[src/rtl/excp_commit_ctrl_pkg.sv]
// Shared constants for the commit-stage exception arbiter: exception vector bit
// positions, ECODE/ESUBCODE values and the FSM state encoding.
package excp_commit_ctrl_pkg;

  localparam int EXCP_ADEF = 0;
  localparam int EXCP_INE  = 1;
  localparam int EXCP_IPE  = 2;
  localparam int EXCP_SYS  = 3;
  localparam int EXCP_BRK  = 4;
  localparam int EXCP_ALE  = 5;
  localparam int EXCP_ADEM = 6;
  localparam int EXCP_NUM  = 7;

  localparam logic [5:0] ECODE_INT = 6'h00;
  localparam logic [5:0] ECODE_ADE = 6'h08;
  localparam logic [5:0] ECODE_ALE = 6'h09;
  localparam logic [5:0] ECODE_SYS = 6'h0B;
  localparam logic [5:0] ECODE_BRK = 6'h0C;
  localparam logic [5:0] ECODE_INE = 6'h0D;
  localparam logic [5:0] ECODE_IPE = 6'h0E;

  localparam logic [8:0] ESUB_NONE = 9'd0;
  localparam logic [8:0] ESUB_ADEF = 9'd0;
  localparam logic [8:0] ESUB_ADEM = 9'd1;

  typedef enum logic {
    ST_IDLE  = 1'b0,
    ST_DRAIN = 1'b1
  } state_t;

endpackage

[src/rtl/excp_commit_ctrl_if.sv]
// Commit-side and CSR-side signal bundle of the exception arbiter.
// Handshake: an instruction commits on a rising edge where wb_valid && wb_ready;
// wb_valid may be held while wb_ready is low and the retiring fields must stay stable.
interface excp_commit_ctrl_if
  import excp_commit_ctrl_pkg::*;
#(
  parameter int EXCP_W = 7
);
  logic              wb_valid;
  logic              wb_ready;
  logic [31:0]       wb_pc;
  logic [EXCP_W-1:0] wb_excp_vec;
  logic              wb_ertn;
  logic              has_int;
  logic [31:0]       csr_eentry;
  logic [31:0]       csr_era;
  logic              excp_flush;
  logic              ertn_flush;
  logic [31:0]       era_out;
  logic [5:0]        ecode_out;
  logic [8:0]        esubcode_out;
  logic              pipe_flush;
  logic              redirect_valid;
  logic [31:0]       redirect_pc;
  state_t            dbg_state;

  modport master (
    output wb_valid, wb_pc, wb_excp_vec, wb_ertn, has_int, csr_eentry, csr_era,
    input  wb_ready, excp_flush, ertn_flush, era_out, ecode_out, esubcode_out,
           pipe_flush, redirect_valid, redirect_pc, dbg_state
  );

  modport slave (
    input  wb_valid, wb_pc, wb_excp_vec, wb_ertn, has_int, csr_eentry, csr_era,
    output wb_ready, excp_flush, ertn_flush, era_out, ecode_out, esubcode_out,
           pipe_flush, redirect_valid, redirect_pc, dbg_state
  );

endinterface

[src/rtl/excp_prio_enc.sv]
// Combinational event priority encoder: interrupt, then lowest-index exception
// bit, then ERTN. ECODE/ESUBCODE are only meaningful when o_is_excp is set.
module excp_prio_enc
  import excp_commit_ctrl_pkg::*;
#(
  parameter int EXCP_W = 7
) (
  input  logic              i_has_int,
  input  logic [EXCP_W-1:0] i_excp_vec,
  input  logic              i_ertn,
  output logic              o_is_excp,
  output logic              o_is_ertn,
  output logic [5:0]        o_ecode,
  output logic [8:0]        o_esubcode
);

  always_comb begin
    o_is_excp  = 1'b1;
    o_is_ertn  = 1'b0;
    o_ecode    = ECODE_INT;
    o_esubcode = ESUB_NONE;
    if (i_has_int) begin
      o_ecode = ECODE_INT;
    end else if (i_excp_vec[EXCP_ADEF]) begin
      o_ecode    = ECODE_ADE;
      o_esubcode = ESUB_ADEF;
    end else if (i_excp_vec[EXCP_INE]) begin
      o_ecode = ECODE_INE;
    end else if (i_excp_vec[EXCP_IPE]) begin
      o_ecode = ECODE_IPE;
    end else if (i_excp_vec[EXCP_SYS]) begin
      o_ecode = ECODE_SYS;
    end else if (i_excp_vec[EXCP_BRK]) begin
      o_ecode = ECODE_BRK;
    end else if (i_excp_vec[EXCP_ALE]) begin
      o_ecode = ECODE_ALE;
    end else if (i_excp_vec[EXCP_ADEM]) begin
      o_ecode    = ECODE_ADE;
      o_esubcode = ESUB_ADEM;
    end else begin
      // No exception: an ERTN only counts when nothing above claimed the slot.
      o_is_excp = 1'b0;
      o_is_ertn = i_ertn;
    end
  end

endmodule

[src/rtl/excp_commit_ctrl.sv]
// Commit-stage exception/interrupt arbiter: turns an accepted event into CSR
// strobes, a fetch redirect and a pipe flush, then blocks commit while it drains.
module excp_commit_ctrl
  import excp_commit_ctrl_pkg::*;
#(
  parameter int DRAIN_CYCLES = 2,
  parameter int EXCP_W       = 7
) (
  input logic               clk,
  input logic               reset,
  excp_commit_ctrl_if.slave bus
);

  localparam int CNT_W = (DRAIN_CYCLES > 1) ? $clog2(DRAIN_CYCLES) : 1;
  localparam logic [CNT_W-1:0] CNT_INIT = CNT_W'(DRAIN_CYCLES - 1);
  localparam logic [CNT_W-1:0] CNT_ONE  = CNT_W'(1);

  state_t           r_state, w_nxt_state;
  logic [CNT_W-1:0] r_cnt, w_nxt_cnt;
  logic             r_excp_flush, w_nxt_excp_flush;
  logic             r_ertn_flush, w_nxt_ertn_flush;
  logic             r_redirect_valid, w_nxt_redirect_valid;
  logic             r_pipe_flush, w_nxt_pipe_flush;
  logic [31:0]      r_era, w_nxt_era;
  logic [5:0]       r_ecode, w_nxt_ecode;
  logic [8:0]       r_esub, w_nxt_esub;
  logic [31:0]      r_redirect_pc, w_nxt_redirect_pc;

  logic             w_accept;
  logic             w_is_excp;
  logic             w_is_ertn;
  logic [5:0]       w_ecode;
  logic [8:0]       w_esub;

  excp_prio_enc #(.EXCP_W(EXCP_W)) u_prio_enc (
    .i_has_int  (bus.has_int),
    .i_excp_vec (bus.wb_excp_vec),
    .i_ertn     (bus.wb_ertn),
    .o_is_excp  (w_is_excp),
    .o_is_ertn  (w_is_ertn),
    .o_ecode    (w_ecode),
    .o_esubcode (w_esub)
  );

  assign w_accept = bus.wb_valid && (r_state == ST_IDLE);

  always_comb begin
    w_nxt_state          = r_state;
    w_nxt_cnt            = r_cnt;
    w_nxt_excp_flush     = 1'b0;
    w_nxt_ertn_flush     = 1'b0;
    w_nxt_redirect_valid = 1'b0;
    w_nxt_pipe_flush     = 1'b0;
    w_nxt_era            = r_era;
    w_nxt_ecode          = r_ecode;
    w_nxt_esub           = r_esub;
    w_nxt_redirect_pc    = r_redirect_pc;
    case (r_state)
      ST_IDLE: begin
        if (w_accept && (w_is_excp || w_is_ertn)) begin
          w_nxt_state          = ST_DRAIN;
          w_nxt_cnt            = CNT_INIT;
          w_nxt_pipe_flush     = 1'b1;
          w_nxt_redirect_valid = 1'b1;
          if (w_is_excp) begin
            w_nxt_excp_flush  = 1'b1;
            w_nxt_era         = bus.wb_pc;
            w_nxt_ecode       = w_ecode;
            w_nxt_esub        = w_esub;
            w_nxt_redirect_pc = bus.csr_eentry;
          end else begin
            w_nxt_ertn_flush  = 1'b1;
            w_nxt_redirect_pc = bus.csr_era;
          end
        end
      end
      ST_DRAIN: begin
        // pipe_flush covers the event cycle plus DRAIN_CYCLES-1 further cycles.
        if (r_cnt == '0) begin
          w_nxt_state = ST_IDLE;
        end else begin
          w_nxt_cnt        = r_cnt - CNT_ONE;
          w_nxt_pipe_flush = 1'b1;
        end
      end
      default: w_nxt_state = ST_IDLE;
    endcase
  end

  always_ff @(posedge clk or posedge reset) begin
    if (reset) begin
      r_state          <= ST_IDLE;
      r_cnt            <= '0;
      r_excp_flush     <= 1'b0;
      r_ertn_flush     <= 1'b0;
      r_redirect_valid <= 1'b0;
      r_pipe_flush     <= 1'b0;
      r_era            <= '0;
      r_ecode          <= '0;
      r_esub           <= '0;
      r_redirect_pc    <= '0;
    end else begin
      r_state          <= w_nxt_state;
      r_cnt            <= w_nxt_cnt;
      r_excp_flush     <= w_nxt_excp_flush;
      r_ertn_flush     <= w_nxt_ertn_flush;
      r_redirect_valid <= w_nxt_redirect_valid;
      r_pipe_flush     <= w_nxt_pipe_flush;
      r_era            <= w_nxt_era;
      r_ecode          <= w_nxt_ecode;
      r_esub           <= w_nxt_esub;
      r_redirect_pc    <= w_nxt_redirect_pc;
    end
  end

  assign bus.wb_ready       = (r_state == ST_IDLE);
  assign bus.excp_flush     = r_excp_flush;
  assign bus.ertn_flush     = r_ertn_flush;
  assign bus.redirect_valid = r_redirect_valid;
  assign bus.pipe_flush     = r_pipe_flush;
  assign bus.era_out        = r_era;
  assign bus.ecode_out      = r_ecode;
  assign bus.esubcode_out   = r_esub;
  assign bus.redirect_pc    = r_redirect_pc;
  assign bus.dbg_state      = r_state;

endmodule
[src/flat_wrapper.sv]
// flat-port wrapper written by rule: the top's interface ports become plain ports
module excp_commit_ctrl_flat import excp_commit_ctrl_pkg::*;
#(
  parameter int DRAIN_CYCLES = 2,
  parameter int EXCP_W       = 7
)
  (clk, reset, bus_wb_valid, bus_wb_pc, bus_wb_excp_vec, bus_wb_ertn, bus_has_int, bus_csr_eentry, bus_csr_era, bus_wb_ready, bus_excp_flush, bus_ertn_flush, bus_era_out, bus_ecode_out, bus_esubcode_out, bus_pipe_flush, bus_redirect_valid, bus_redirect_pc, bus_dbg_state);
  excp_commit_ctrl_if #(.EXCP_W(EXCP_W)) bus_i ();
  input logic clk;
  input logic reset;
  input wire logic [$bits(bus_i.wb_valid)-1:0] bus_wb_valid;
  input wire logic [$bits(bus_i.wb_pc)-1:0] bus_wb_pc;
  input wire logic [$bits(bus_i.wb_excp_vec)-1:0] bus_wb_excp_vec;
  input wire logic [$bits(bus_i.wb_ertn)-1:0] bus_wb_ertn;
  input wire logic [$bits(bus_i.has_int)-1:0] bus_has_int;
  input wire logic [$bits(bus_i.csr_eentry)-1:0] bus_csr_eentry;
  input wire logic [$bits(bus_i.csr_era)-1:0] bus_csr_era;
  output wire logic [$bits(bus_i.wb_ready)-1:0] bus_wb_ready;
  output wire logic [$bits(bus_i.excp_flush)-1:0] bus_excp_flush;
  output wire logic [$bits(bus_i.ertn_flush)-1:0] bus_ertn_flush;
  output wire logic [$bits(bus_i.era_out)-1:0] bus_era_out;
  output wire logic [$bits(bus_i.ecode_out)-1:0] bus_ecode_out;
  output wire logic [$bits(bus_i.esubcode_out)-1:0] bus_esubcode_out;
  output wire logic [$bits(bus_i.pipe_flush)-1:0] bus_pipe_flush;
  output wire logic [$bits(bus_i.redirect_valid)-1:0] bus_redirect_valid;
  output wire logic [$bits(bus_i.redirect_pc)-1:0] bus_redirect_pc;
  output wire logic [$bits(bus_i.dbg_state)-1:0] bus_dbg_state;
  assign bus_i.wb_valid = bus_wb_valid;
  assign bus_i.wb_pc = bus_wb_pc;
  assign bus_i.wb_excp_vec = bus_wb_excp_vec;
  assign bus_i.wb_ertn = bus_wb_ertn;
  assign bus_i.has_int = bus_has_int;
  assign bus_i.csr_eentry = bus_csr_eentry;
  assign bus_i.csr_era = bus_csr_era;
  assign bus_wb_ready = bus_i.wb_ready;
  assign bus_excp_flush = bus_i.excp_flush;
  assign bus_ertn_flush = bus_i.ertn_flush;
  assign bus_era_out = bus_i.era_out;
  assign bus_ecode_out = bus_i.ecode_out;
  assign bus_esubcode_out = bus_i.esubcode_out;
  assign bus_pipe_flush = bus_i.pipe_flush;
  assign bus_redirect_valid = bus_i.redirect_valid;
  assign bus_redirect_pc = bus_i.redirect_pc;
  assign bus_dbg_state = bus_i.dbg_state;
  excp_commit_ctrl #(.DRAIN_CYCLES(DRAIN_CYCLES), .EXCP_W(EXCP_W)) u_core (.clk(clk), .reset(reset), .bus(bus_i));
endmodule
[config.mk]
export PLATFORM = sky130hd
export DESIGN_NAME = excp_commit_ctrl_flat
export DESIGN_NICKNAME = d
export VERILOG_FILES = /design/src/rtl/excp_commit_ctrl_pkg.sv /design/src/rtl/excp_commit_ctrl_if.sv /design/src/rtl/excp_prio_enc.sv /design/src/rtl/excp_commit_ctrl.sv /design/src/flat_wrapper.sv
export SDC_FILE = /design/constraint.sdc
export NUM_CORES = 1
export LEC_CHECK = 0
export BUFFER_PORTS_ARGS = -buffer_cell sky130_fd_sc_hd__buf_4
export CAP_MARGIN = 30
export CORE_ASPECT_RATIO = 1.4
export CORE_MARGIN = 3
export CORE_UTILIZATION = 30
export CTS_CLUSTER_DIAMETER = 150
export DETAILED_ROUTE_END_ITERATION = 7
export GPL_ROUTABILITY_DRIVEN = 1
export PLACE_DENSITY_LB_ADDON = 0.12
export SKIP_LAST_GASP = 1
export SLEW_MARGIN = 20
export SYNTH_ARGS = -nofsm -noshare
export SYNTH_HDL_FRONTEND = slang
export SYNTH_SLANG_ARGS = --single-unit
[constraint.sdc]
create_clock -name clk -period 2.3 [get_ports clk]
set_input_delay 0.345 -clock clk [delete_from_list [all_inputs] [get_ports clk]]
set_output_delay 0.345 -clock clk [all_outputs]
set_load 0.02 [all_outputs]
==> results of run 1 <==
==> cell families (layout without fill, tap and decap cells) <==
family,count (synthesis),count (layout)
AOI/OAI and AO/OA,72,72
buffers and inverters,52,218
DFF,74,74
muxes,35,35
other,1,10
and+or+nand+nor,120,120
==> critical path: cells and delay by family, from the launching register on <==
family / cells / cell delay, ps
compound gates: 1 / 350
buf+inv: 1 / 650
flops: 1 / 340
simple gates: 2 / 290
==> final cells by class <==
class | count | area share [%]
clock buffer | 10 | 4.01
sequential | 74 | 31.1
tap | 178 | 3.73
multi-input combinational | 237 | 33.8
inverter | 3 | 0.210
timing repair buffer | 199 | 26.7
clock inverter | 6 | 0.546
==> synth_stat cells, types with 3 or more instances <==
| library cell | instances |
|---|---|
| nor4_1 | 5 |
| nor2b_1 | 34 |
| buf_4 | 13 |
| a311o_1 | 32 |
| mux2_1 | 35 |
| inv_1 | 3 |
| nor3_1 | 3 |
| or4_1 | 3 |
| nor2_1 | 6 |
| clkbuf_1 | 24 |
| dfrtp_1 | 74 |
| buf_2 | 8 |
| buf_6 | 3 |
| a32o_1 | 32 |
| nand2_1 | 34 |
| nor4_2 | 28 |
==> per-stage QoR <==
step / instance area [µm²] / utilization [%] / hold WS, ps / total power [mW] / std cells
5_1_grt: 5960 / 45.7 / 217 / 7.50 / 707
3_3_place_gp: 5650 / 43.3 / 313 / 5.76 / 689
4_1_cts: 5960 / 45.7 / 217 / 7.18 / 707
6_report: 5960 / 45.7 / 231 / 7.06 / 707
2_1_floorplan: 4120 / - / 452 / 4.28 / 363
3_5_place_dp: 5680 / 43.5 / 314 / 5.85 / 690
==> worst max-delay path by stage <==
| stage | end | slack (ps) |
|---|---|---|
| global route | u_core.bus.redirect_pc[27] | 420 |
| detailed placement | u_core.bus.redirect_pc[27] | 200 |
| CTS | u_core.bus.era_out[31] | 510 |
| finish | u_core.bus.redirect_pc[7] | 500 |
| global placement | u_core.bus.redirect_pc[1] | 230 |
| floorplan | u_core.bus.dbg_state | 70 |
==> routing by layer <==
| metal | GRT usage (%) | part of all wire [%] |
|---|---|---|
| met5 | 0 | 0 |
| met4 | 5.74 | 1.9 |
| met3 | 5.49 | 7.9 |
| met2 | 27.6 | 49 |
| met1 | 19.4 | 41 |
==> state kept, by name (all words and copies together), names as in the netlist <==
name and count:
u_core.bus.era_out 32, u_core.bus.redirect_pc 32, u_core.bus.ecode_out 4, u_core.bus.dbg_state 1, u_core.bus.ertn_flush 1, u_core.bus.esubcode_out 1, u_core.bus.excp_flush 1, u_core.bus.redirect_valid 1
u_core.r_cnt 1
==> power by group through the flow <==
stage | Clock (mW) | Combinational [mW] | Sequential [mW]
after floorplan | 0 | 1.22 | 3.06
after global routing | 1.40 | 3.69 | 2.41
after detailed placement | 0 | 3.50 | 2.34
final | 1.29 | 3.46 | 2.32
after global placement | 0 | 3.44 | 2.32
after CTS | 1.34 | 3.51 | 2.33
==> flow_summary.yaml, run 1 <==
min_path:
  min_to: "u_core.bus.era_out[17]"
  hold_start: "bus_wb_pc[17]"
  hold_path.class: "input pin to flip-flop"
  hold_path_depth: 2
timing:
  final.min_clock_period_ps: 1800
  fin_skew_ps: 2.79
  tightest_slew_ps: 856
  max_freq_ghz: 0.556
  finalCritPeriodShare_pct: 78.2
  final.setup.worst_slack_ps: 501
  fin_tns_setup_ps: 0
  maxSlewViolCount: 0
  max-slew-margin-rel_pct: 42.9
  hold_viol: 0
  grt_setup_unrepaired: "false"
  setup_viol: 0
floorplanning:
  die_area_mm2: 0.0151
  die_x_um: 105
  ioPinCount: 193
  rows: 49
  initial_core_util_pct: 31.3
  chipHeight_um: 144
  core_area_mm2: 0.0131
clock_tree:
  clk_latency_ps: 330
  clock_sinks: 74
  root_buffer: "clkbuf_16"
  cts_buffers: 9
  clk_pin_slew_ps: 60
  cts_resized: 0
  cts-hold-fix-buffers: 1
  htreeDepth: 3
  cts_tree: "done"
  ctsLongestPathBuffers: 2
  post_cts_buffers: 0
layout:
  seq_area_mm2: 0.00185
  fillers: 1256
  syn_to_final_growth_pct: 46.1
  final_common_cell: "buf_4"
  drive_gt1_share_pct: 47.8
  fin_nets: 632
  num_antenna_cells: 0
  layout_common_cells: "buf_4 (191), dfrtp_1 (74), mux2_1 (35)"
  multi_input_area_mm2: 0.00201
place:
  io_buffers: 182
  gp_congestion: 0.763
  dp_hpwl_um: 8770
  post-place-ws_ps: 196
worst_setup_path:
  critPathLaunchType: "flip-flop"
  cp_slowest_cell: "buf_4"
  cp-startpoint: "u_core.bus.dbg_state"
  path_class: "flip-flop to flip-flop"
  required_ps: 2510
  reg2reg_depth: 4
  r2r_start: "u_core.bus.dbg_state"
  r2r_slack_ps: 500
  worstPathCellList: "nand2b_4 -> buf_4 -> nor4_1 -> a311o_1"
  r2r-end: "u_core.bus.redirect_pc[7]"
  critPathArrivalTime_ps: 2010
  crit_path_end_kind: "flip-flop"
  max_stage_delay_ps: 650
  critPathMaxFanout: 66
power:
  vdd_drop_max_mv: 0.609
  sequentialPowerShare_pct: 32.8
  p_leak_nw: 2.59
  p_comb_share_pct: 49.0
  swShare_pct: 38.2
  power.internal_mw: 4.36
  power_density_mw_per_mm2: 1180
  p_switching_mw: 2.70
  pwr-share-clk_pct: 18.2
route:
  via_count: 3578
  routed_wl_um: 12400
  route.detailed.drc: 0
  wire_per_inst_um: 17.6
  drt-pass1-iter-count: 4
  ant_nets: 0
  via_per_inst: 5.06
  drtIter0Drc: 123
global_routing:
  grt_start_max_net_pins: 67
  grt_overflow: 0
  antenna_found_initial: 0
  first_global_vias: 3813
  grt_usage_pct: 16.3
  grt_pass1_wl_um: 19600
synth:
  synth.distinct_cells: 30
  synth_flop_cell: "dfrtp_1"
  synth-xor-area-share_pct: 0
  yosysSeqAreaShare_pct: 45.4
  yosysTopAreaCell: "dfrtp_1"
  synth.area.top_cells: "dfrtp_1 (45%), mux2_1 (9.7%), nor4_2 (8.6%)"
  synth_top_family_by_area: "simple AND/OR/NAND/NOR gates"
  yosysWarnings: 0
  synth_seq_cells: 74
  synth-adder-area-share_pct: 0
  yosysTopAreaCellShare_pct: 45.4
  syn_area_mm2: 0.00408
  async_flop_share_pct: 100
  synth_edf_count: 0
  synth_mux_area_share_pct: 9.65
  synth_compound_area_share_pct: 17.1
  synthSimpleGateAreaFrac_pct: 21.0
  avgSynthCellArea_um2: 11.5
  postSynthCellCount: 354
run:
  maxCapViolations: 0
outcome:
  outcome: "finished clean"
Note: power is estimated with default switching activity, not from simulation.
==> run 2: changes to the inputs <==
--- a/config.mk
+++ b/config.mk
@@ -5,6 +5,7 @@
 export SDC_FILE = /design/constraint.sdc
 export NUM_CORES = 1
 export LEC_CHECK = 0
+export ABC_AREA = 1
 export BUFFER_PORTS_ARGS = -buffer_cell sky130_fd_sc_hd__buf_4
 export CAP_MARGIN = 30
 export CORE_ASPECT_RATIO = 1.4
==> constraint.sdc (replaced) <==
create_clock -name clk -period 1.6 [get_ports clk]
set_input_delay 0.24 -clock clk [delete_from_list [all_inputs] [get_ports clk]]
set_output_delay 0.24 -clock clk [all_outputs]
set_load 0.02 [all_outputs]
==> run 2 against run 1 <==
- first-iteration DRC count down 38%
- clock skew up 2.6 ps
- highest routed layer unchanged
- synthesized area down 14%
- synthesized cell count up 26%
- register-to-register slack worse by 290 ps
- wire length down 18%
==> flow_summary.yaml, run 2 <==
floorplanning:
  die_area_mm2: 0.0131
  die_x_um: 97.6
  ioPinCount: 193
  core_area_mm2: 0.0114
  initial_core_util_pct: 30.9
  chipHeight_um: 134
  rows: 46
route:
  routed_wl_um: 10200
  met1_length_um: 4420
  via_per_inst: 4.43
  route.detailed.drc: 0
  via_count: 3412
  drtIter0Drc: 76
  ant_nets: 0
  met3_length_um: 918
  wl_met2_um: 4730
  wire_per_inst_um: 13.3
  drt-pass1-iter-count: 4
  top_layer: "met4"
synth:
  synth_compound_area_share_pct: 1.78
  syn_area_mm2: 0.00352
  synth_top_family_by_area: "simple AND/OR/NAND/NOR gates"
  synthSimpleGateAreaFrac_pct: 37.3
  async_flop_share_pct: 100
  yosysSeqAreaShare_pct: 52.6
  synth.area.top_cells: "dfrtp_1 (53%), nand2_1 (25%), nand3_1 (8.2%)"
  synth_mux_area_share_pct: 0
  synth_edf_count: 0
  synth.distinct_cells: 22
  yosysTopAreaCellShare_pct: 52.6
  yosysWarnings: 0
  synth-adder-area-share_pct: 0
  synth_seq_cells: 74
  synth_flop_cell: "dfrtp_1"
  yosysTopAreaCell: "dfrtp_1"
  synth_top_cells_by_count: "nand2_1 (233), dfrtp_1 (74), nand3_1 (58)"
  postSynthCellCount: 445
  yosysMostFrequentCell: "nand2_1"
  synth-xor-area-share_pct: 0
  avgSynthCellArea_um2: 7.91
clock_tree:
  cts_buffers: 9
  ctsLongestPathBuffers: 2
  cts_tree: "done"
  clk_latency_ps: 330
  clk_pin_slew_ps: 50
  root_buffer: "clkbuf_16"
  htreeDepth: 3
  clock_sinks: 74
worst_setup_path:
  critPathLaunchType: "flip-flop"
  reg2reg_depth: 6
  path_class: "flip-flop to flip-flop"
  required_ps: 1780
  r2r_slack_ps: 210
  critPathArrivalTime_ps: 1570
  critPathMaxFanout: 30
  crit_path_end_kind: "flip-flop"
min_path:
  hold_path_depth: 3
  hold_path.class: "input pin to flip-flop"
place:
  io_buffers: 182
  dp_hpwl_um: 7570
  dp_cells: 753
  post-place-ws_ps: 92.9
  gp_congestion: 0.836
run:
  maxCapViolations: 0
timing:
  setup_viol: 0
  fin_tns_setup_ps: 0
  finalCritPeriodShare_pct: 86.9
  max_freq_ghz: 0.719
  fin_skew_ps: 5.40
  maxSlewViolCount: 0
  final.setup.worst_slack_ps: 210
  max-slew-margin-rel_pct: 62.7
  final.min_clock_period_ps: 1390
  hold_viol: 0
  grt_setup_unrepaired: "false"
  tightest_slew_ps: 559
global_routing:
  grt_start_max_net_pins: 34
  antenna_found_initial: 0
  first_global_vias: 3333
  grt_overflow: 0
  grt_usage_pct: 15.2
  grt_pass1_wl_um: 16400
layout:
  syn_to_final_growth_pct: 50.4
  post-route-util_pct: 46.5
  seq_area_mm2: 0.00185
  stdcell_count: 770
  final_common_cell: "nand2_1"
  fin_nets: 729
  multi_input_area_mm2: 0.00141
  layout_common_cells: "nand2_1 (233), buf_4 (186), dfrtp_1 (74)"
  fillers: 1162
  drive_gt1_share_pct: 35.1
  num_antenna_cells: 0
outcome:
  outcome: "finished clean"
power:
  p_leak_nw: 2.98
  power_density_mw_per_mm2: 1790
  finalPower_mw: 9.47
  vdd_drop_max_mv: 0.600
## run 2: repair_timing
item | 4_1_cts | 5_1_grt
setup buffers | 0 | 0
endpoints found under the setup margin | 0 | 32
hold buffers | 1 | 0
resized for setup | 0 | 2
endpoints found under the hold margin | 20 | 0
## run 2: stage by stage
stage / cell area [µm²] / hold WS (ps)
after floorplan: 3560 / 325
after global placement: 5010 / 324
after detailed placement: 5010 / 331
after CTS: 5300 / 96.4
after global routing: 5300 / 101
final: 5300 / 109
## run 2: metal layers
metal  GRT usage (%)  up-vias
met1            19.3     1542
met2            24.7      138
met5               0        -
li1                -     1721
met3            5.20       11
met4            4.23        0
## run 2: power by group
| part | internal, mW | switching, mW | leakage, nW | total, mW |
|---|---|---|---|---|
| combinational | 1.82 | 2.52 | 1.93 | 4.34 |
| clock | 1.20 | 0.709 | 0.138 | 1.91 |
| sequential | 2.73 | 0.488 | 0.916 | 3.22 |
## run 2: cell families (layout without fill, tap and decap cells)
logic type,count (synthesis),count (layout)
AO/OA/AOI/OAI,11,11
flip-flops,74,74
AND/OR/NAND/NOR,311,311
buffers and inverters,48,220
other,1,10
## run 2: critical path, stage by stage (launching register included)
cell,delay [ps]
dfrtp_1,390
inv_1,80
nand2_1,90
inv_1,100
nand2_4,130
buf_4,320
o211ai_1,140
## run 2: cell type report
type	instances	area share [%]
Sequential cell	74	34.9
Timing Repair Buffer	193	28.8
Multi-Input combinational cell	332	26.7
Clock buffer	13	4.53
Tap cell	144	3.40
Inverter	11	0.897
Clock inverter	3	0.756
## run 2: final timing paths
check / startpoint / end
worst min-delay path: bus_wb_pc[23] / u_core.bus.era_out[23]
min in group asynchronous: reset / u_core.bus.era_out[18]
worst max-delay path: u_core.bus.dbg_state / u_core.r_cnt
worst min register to register: u_core.bus.era_out[6] / u_core.bus.era_out[6]
worst max register to register: u_core.bus.dbg_state / u_core.r_cnt
max in group asynchronous: reset / u_core.bus.redirect_pc[25]
